<file path="src/rtl/gray_counter.sv">
// Up/down Gray-code counter with Gray-value load, wrap or saturate at the bounds,
// and a one-cycle terminal-count pulse. Gray and binary views are registered together.
module gray_counter #(
    parameter int VEC_W    = 4,
    parameter bit SATURATE = 1'b0
) (
    input  logic             clk,
    input  logic             reset,
    input  logic             en_i,
    input  logic             up_i,
    input  logic             load_i,
    input  logic [VEC_W-1:0] load_gray_i,
    output logic [VEC_W-1:0] gray_o,
    output logic [VEC_W-1:0] bin_o,
    output logic             tc_o
);

    localparam logic [VEC_W-1:0] MAX_VAL  = {VEC_W{1'b1}};
    localparam logic [VEC_W-1:0] ZERO_VAL = {VEC_W{1'b0}};
    localparam logic [VEC_W-1:0] ONE_VAL  = {{(VEC_W-1){1'b0}}, 1'b1};

    function automatic logic [VEC_W-1:0] bin2gray(input logic [VEC_W-1:0] b);
        return (b >> 1) ^ b;
    endfunction

    // MSB passes through; each lower bit folds in the binary bit above it.
    function automatic logic [VEC_W-1:0] gray2bin(input logic [VEC_W-1:0] g);
        logic [VEC_W-1:0] b;
        b[VEC_W-1] = g[VEC_W-1];
        for (int i = VEC_W - 2; i >= 0; i--) begin
            b[i] = b[i+1] ^ g[i];
        end
        return b;
    endfunction

    logic [VEC_W-1:0] bin_r;
    logic [VEC_W-1:0] gray_r;
    logic             tc_r;
    logic [VEC_W-1:0] next_bin_s;
    logic [VEC_W-1:0] next_gray_s;
    logic             next_tc_s;

    // Next-state selection: load beats count, count beats hold.
    always_comb begin
        next_bin_s  = bin_r;
        next_gray_s = gray_r;
        next_tc_s   = 1'b0;
        if (load_i) begin
            next_bin_s  = gray2bin(load_gray_i);
            next_gray_s = load_gray_i;
        end else if (en_i) begin
            if (up_i) begin
                if (bin_r == MAX_VAL) begin
                    next_tc_s  = 1'b1;
                    next_bin_s = SATURATE ? MAX_VAL : ZERO_VAL;
                end else begin
                    next_bin_s = bin_r + ONE_VAL;
                end
            end else begin
                if (bin_r == ZERO_VAL) begin
                    next_tc_s  = 1'b1;
                    next_bin_s = SATURATE ? ZERO_VAL : MAX_VAL;
                end else begin
                    next_bin_s = bin_r - ONE_VAL;
                end
            end
            next_gray_s = bin2gray(next_bin_s);
        end else begin
            next_bin_s  = bin_r;
            next_gray_s = gray_r;
        end
    end

    // Binary, Gray and terminal-count registers share one edge so the views never skew.
    always_ff @(posedge clk) begin
        if (reset) begin
            bin_r  <= ZERO_VAL;
            gray_r <= ZERO_VAL;
            tc_r   <= 1'b0;
        end else begin
            bin_r  <= next_bin_s;
            gray_r <= next_gray_s;
            tc_r   <= next_tc_s;
        end
    end

    assign bin_o  = bin_r;
    assign gray_o = gray_r;
    assign tc_o   = tc_r;

endmodule

</file>
<file path="config.mk">
export PLATFORM = sky130hd
export DESIGN_NAME = gray_counter
export DESIGN_NICKNAME = d
export VERILOG_FILES = /design/src/rtl/gray_counter.sv
export SDC_FILE = /design/constraint.sdc
export NUM_CORES = 1
export LEC_CHECK = 0
export BUFFER_PORTS_ARGS = -buffer_cell sky130_fd_sc_hd__buf_2
export CORE_MARGIN = 1.5
export CORE_UTILIZATION = 40
export CTS_CLUSTER_SIZE = 30
export DETAILED_ROUTE_END_ITERATION = 16
export GPL_TIMING_DRIVEN = 0
export HOLD_SLACK_MARGIN = 0.02
export MAX_ROUTING_LAYER = met4
export PLACE_DENSITY = 0.7
export SLEW_MARGIN = 5
export SYNTH_ARGS = -nofsm -noshare
export SYNTH_HDL_FRONTEND = slang
export SYNTH_SLANG_ARGS = --single-unit
</file>
<file path="constraint.sdc">
create_clock -name clk -period 4.75 [get_ports clk]
set_clock_uncertainty 0.05 [all_clocks]
set_input_delay 0.7125 -clock clk [delete_from_list [all_inputs] [get_ports clk]]
set_output_delay 0.7125 -clock clk [all_outputs]
set_load 0.005 [all_outputs]
</file>
# ---- Yosys cells after proc, flatten, opt, wreduce, memory -nomap -nowiden
# Index checks and enable logic that the tools add are counted.
dict set report classes {
  n_mul 0
  add_sub_neg 2
  order_cmp 0
  n_eq_ne 1
  shift 0
  div_mod_pow 0
  n_mux 12
  n_reduce_logical 3
  bitwise 5
}
# op n
set op_table {}
lappend op_table {{$mux W4} 9}
lappend op_table {{$add A4 B1 Y4 const B} 1}
lappend op_table {{$eq A4 B4 Y1 const B} 1}
lappend op_table {{$logic_not A4 Y1} 1}
lappend op_table {{$sub A4 B1 Y4 const B} 1}
lappend op_table {{$xor A3 B4 Y4} 1}
lappend op_table {{$mux W1} 3}
lappend op_table {{$reduce_or A3 Y1} 1}
lappend op_table {{$xor A1 B1 Y1} 3}
lappend op_table {{$reduce_bool A2 Y1} 1}
lappend op_table {{$not A1 Y1} 1}
dict set report totals {
  rom_bits 0
  latch_bits 0
  ramBits 0
  memories 0
  wordCells 26
  regBits 9
  in_bits 9
}

# ---- Logic depth before layout (Yosys ltp)
dict set report depth {
  word_depth 8
  mapped_depth 7
}

# ---- Least setup slack after synthesis
# OpenSTA, ideal clock, no wires.
dict set report synth_path {
  path_type {input -> register}
  start {input port reset}
  end {register gray_r[2], in the netlist gray_o[2]}
  stages 4
  path_slack_ns 2.674
  arrival_ns 1.952
  required_ns 4.626
  cell_sequence {clkdlybuf4s50_1 -> or2b_4 -> or3b_1 -> o211ai_2}
}
# item line
set synth_lines {}
lappend synth_lines {{start: declaration} 8} ;# input logic reset,
lappend synth_lines {{end signal: assignment} 82} ;# gray_r <= next_gray_s;
lappend synth_lines {{end: declaration} 37} ;# logic [VEC_W-1:0] gray_r;

# ---- Worst setup path in the final report
dict set report layout_path {
  start {register bin_r[0], in the netlist bin_o[0]}
  end {register gray_r[2], in the netlist gray_o[2]}
}
dict set report layout_via {
  elab_chain_len 8
  elab_cells_between_ends 12
  cone_classes {add/sub (2); eq/ne (1); mux (7); bitwise (1); reduce/logical (1)}
}
# item line
set layout_rtl {}
lappend layout_rtl {{start: declaration} 36} ;# logic [VEC_W-1:0] bin_r;
lappend layout_rtl {{start signal: assignment} 81} ;# bin_r <= next_bin_s;
lappend layout_rtl {{$sub A4 B1 Y4, or another cell as far along} 64} ;# next_bin_s = bin_r - ONE_VAL;
lappend layout_rtl {{$mux W4, on equally long branches} {60, 53}}
lappend layout_rtl {{$mux W4 *} 52} ;# if (up_i) begin
lappend layout_rtl {{$mux W4 *} 51} ;# end else if (en_i) begin
lappend layout_rtl {{$mux W4 *} 48} ;# if (load_i) begin
lappend layout_rtl {{$xor A3 B4 Y4 *} 23} ;# return (b >> 1) ^ b;
lappend layout_rtl {{$mux W4 *} 51}
lappend layout_rtl {{$mux W4 *} 48}
# Every way passes the cells marked *; elsewhere a longest branch is shown, timed or not. The select of a mux whose other input is x is not followed.
# A chain may end at the register's enable or synchronous reset.

==> results.md <==
* Register area share after synthesis at 26.9%
* FP Rows at 13
* WHS at around 0.54 ns
* Clock sink total at 8
* Initial antenna violation count at 0
* Die outline width at between 40 and 50 um
* Pins Over Slew Limit at 0
* Drt pass-1 iters at 4
* Fin crit share at roughly two fifths
* # IOs at 18
* H-tree levels at 1
* Yosys cell types at 32
* Mapped Area at 596 um2
* Share of layout cells above drive strength 1 at about 29%
* Max Clk Rate at ~520 MHz
* First-pass GRT wire length at slightly above 2000 um
* GRT Util Overall at 14.9%
* Peak supply drop at roughly 140 uV
* FILL cells at about 140
* Register bit total from synthesis at 8
* Max Root-Sink Buffers at 2
* Congestion Overflow GR at 0
* Setup_tns at 0 ns
* CTS Buf Count at 3
* Yosys warning count at 0
* RSZ-0062 raised after global routing: false
* Status: completed
* Area of the multi-input gates at about 380 um2
* CP Max Fanout at 8
* Bufs and invs on worst path at 1
* Cell family with most CP delay: compound AO/OA/AOI/OAI gates
* Worst-Margin Slew at ~0.44 ns
* Syn avg cell area at 8.51 um2
* Largest net degree at the start of global routing at 11
* Synth top area share at about 27%
* Ant diodes at 0
* CTS resizes at 0
* Routed Antenna Nets at 0
* Count of final hold-check violations at 0
* CP max stage delay at ~0.49 ns
* IO Port Bufs at 14
* Synth area leader: dfxtp_1
* Via-per-instance ratio at between 5 and 6
* PwrDens at between 200 and 300 nW/um2
* CTS Root Cell: clkbuf_4
* Hold/Removal Path Class: reg2reg
* # Post-CTS Setup Buffers at 0
* Core area at roughly 1400 um2
* Dominant synthesized flop cell: dfxtp_1
* DPL Wire Length at roughly 910 um
* Critical Path End Type: register
* Routed len/inst at between 10 and 15 um
* Register area at approximately 160 um2
* Crit path kind: reg2reg
* Syn Nets at between 80 and 90
* CTS clk-pin slew, worst paths at around 0.05 ns
* Setup slack, reg-to-reg at 2.83 ns
* Starting Density at 44.1%
* Max cap viols at 0
* Setup-failing EPs final at 0
* Remaining DRCs at 0
* Slew HR at between 70% and 80%
* LEAKAGE at ~0.31 nW
* CTS tree: done
* CP Cell Sequence: inv_2, ha_1, o21bai_1, a221oi_1, a31oi_1, or3b_1, o211ai_2
* Async S/R FF share, synth at 0%
* WP data required at approximately 4.9 ns
* Number of synthesized flops with an enable pin at 0
* Die area at between 1500 and 2000 um2
* Worst-Skew Late Latency at about 0.25 ns
* Post-synth top cells: nor2_1, dfxtp_1, a21oi_1, a211oi_1, xnor2_1
* Vias in the first global route at a little under 500
* Area contributors post-synth: dfxtp_1, ha_1, nor2_1
* Layout area overhead at 18.7%
* Mapped Cells at 70
* Wirelength, routed at around 1200 um
* GPL Wtd Cong at between 0.7 and 0.8
* Via count at roughly 550
* Worst path slowest cell: dfxtp_1
* Most frequent cell after synthesis: nor2_1
* Drt initial violations at 12
* Minimum clock period at 1.92 ns
* Die H at 41.6 um
* Element type at the critical path start: register
* Nets at between 100 and 150
* Worst Path Arrival at 2.05 ns
* Hold_buf cts at 0
-- kinds of logic after synthesis --
kind of cell | count (synthesis) | share of synthesized area (%)
flops | 8 | 26.9
xor+xnor | 7 | 10.3
mux | 3 | 5.25
buf+inv | 9 | 8.82
simple gates | 23 | 21.9
compound gates | 17 | 20.6
fa+ha+maj | 3 | 6.30
-- metrics by stage --
stage	setup WS (ns)	cells	instance area (um2)	total power, mW	utilization [%]
3_3_place_gp	2.57	99	684	0.149	50.7
6_report	2.83	102	707	0.200	52.4
5_1_grt	2.65	102	707	0.216	52.4
2_1_floorplan	2.67	70	596	0.132	-
3_5_place_dp	2.58	99	684	0.150	50.7
4_1_cts	2.81	102	707	0.202	52.4
-- report_power, final --
group	leakage [nW]	switching [mW]	internal, mW	total, mW
Combinational	0.234	0.0322	0.0349	0.0671
Clock	0.0138	0.0224	0.0289	0.0513
Sequential	0.0662	0.00801	0.0736	0.0816
Total	0.315	0.0626	0.137	0.200
-- routing by layer --
metal	wire (um)	global-route usage, %	part of all wire, %
met3	86	6.52	7.2
met1	570	18.5	48
met4	0	0	0
met2	543	24.1	45
met5	0	-	0
-- worst min-delay path, stage by stage, from the launching register on --
cell     delay, ns
dfxtp_1       0.38
nand4_1       0.10
a21oi_1       0.06
-- state kept, by name, indices dropped and copies added (netlist names) --
signal  count
gray_o      3
tc_o        1
bin_o       4
-- final timing paths --
path / from / end / depth (start not counted)
worst max-delay path: bin_o[0] / gray_o[2] / 7
worst min-delay path: bin_o[3] / tc_o / 2
worst max register to register: bin_o[0] / gray_o[2] / 7
worst min register to register: bin_o[3] / tc_o / 2
-- cells in the final DEF, fill, tap and decap left out --
cell / n
buf_2: 15
nor2_1: 10
dfxtp_1: 8
a21oi_1: 5
xnor2_1: 4
a211oi_1: 4
inv_1: 3
xor2_1: 3
ha_1: 3
clkbuf_4: 3
or3_1: 2
mux2i_1: 2
nand2_1: 2
nor3b_1: 2
a221oi_1: 2
or3b_1: 2
buf_6: 1
nand4_1: 1
nand2b_1: 1
clkdlybuf4s50_1: 1
clkbuf_1: 1
and2b_2: 1
or2b_4: 1
a221o_1: 1
a311oi_1: 1
o21ai_0: 1
inv_2: 1
or4_1: 1
o21bai_1: 1
a31oi_1: 1
o211ai_2: 1
mux2_2: 1
buf_4: 1
-- final cells by class --
cell class / instances / area share [%]
inverter: 4 / 2.12
multi-input combinational: 53 / 54.2
tap: 15 / 2.65
clock buffer: 3 / 3.19
buffer: 5 / 5.31
timing repair buffer: 14 / 9.91
sequential: 8 / 22.7
Power figures use the tool's default switching activity.
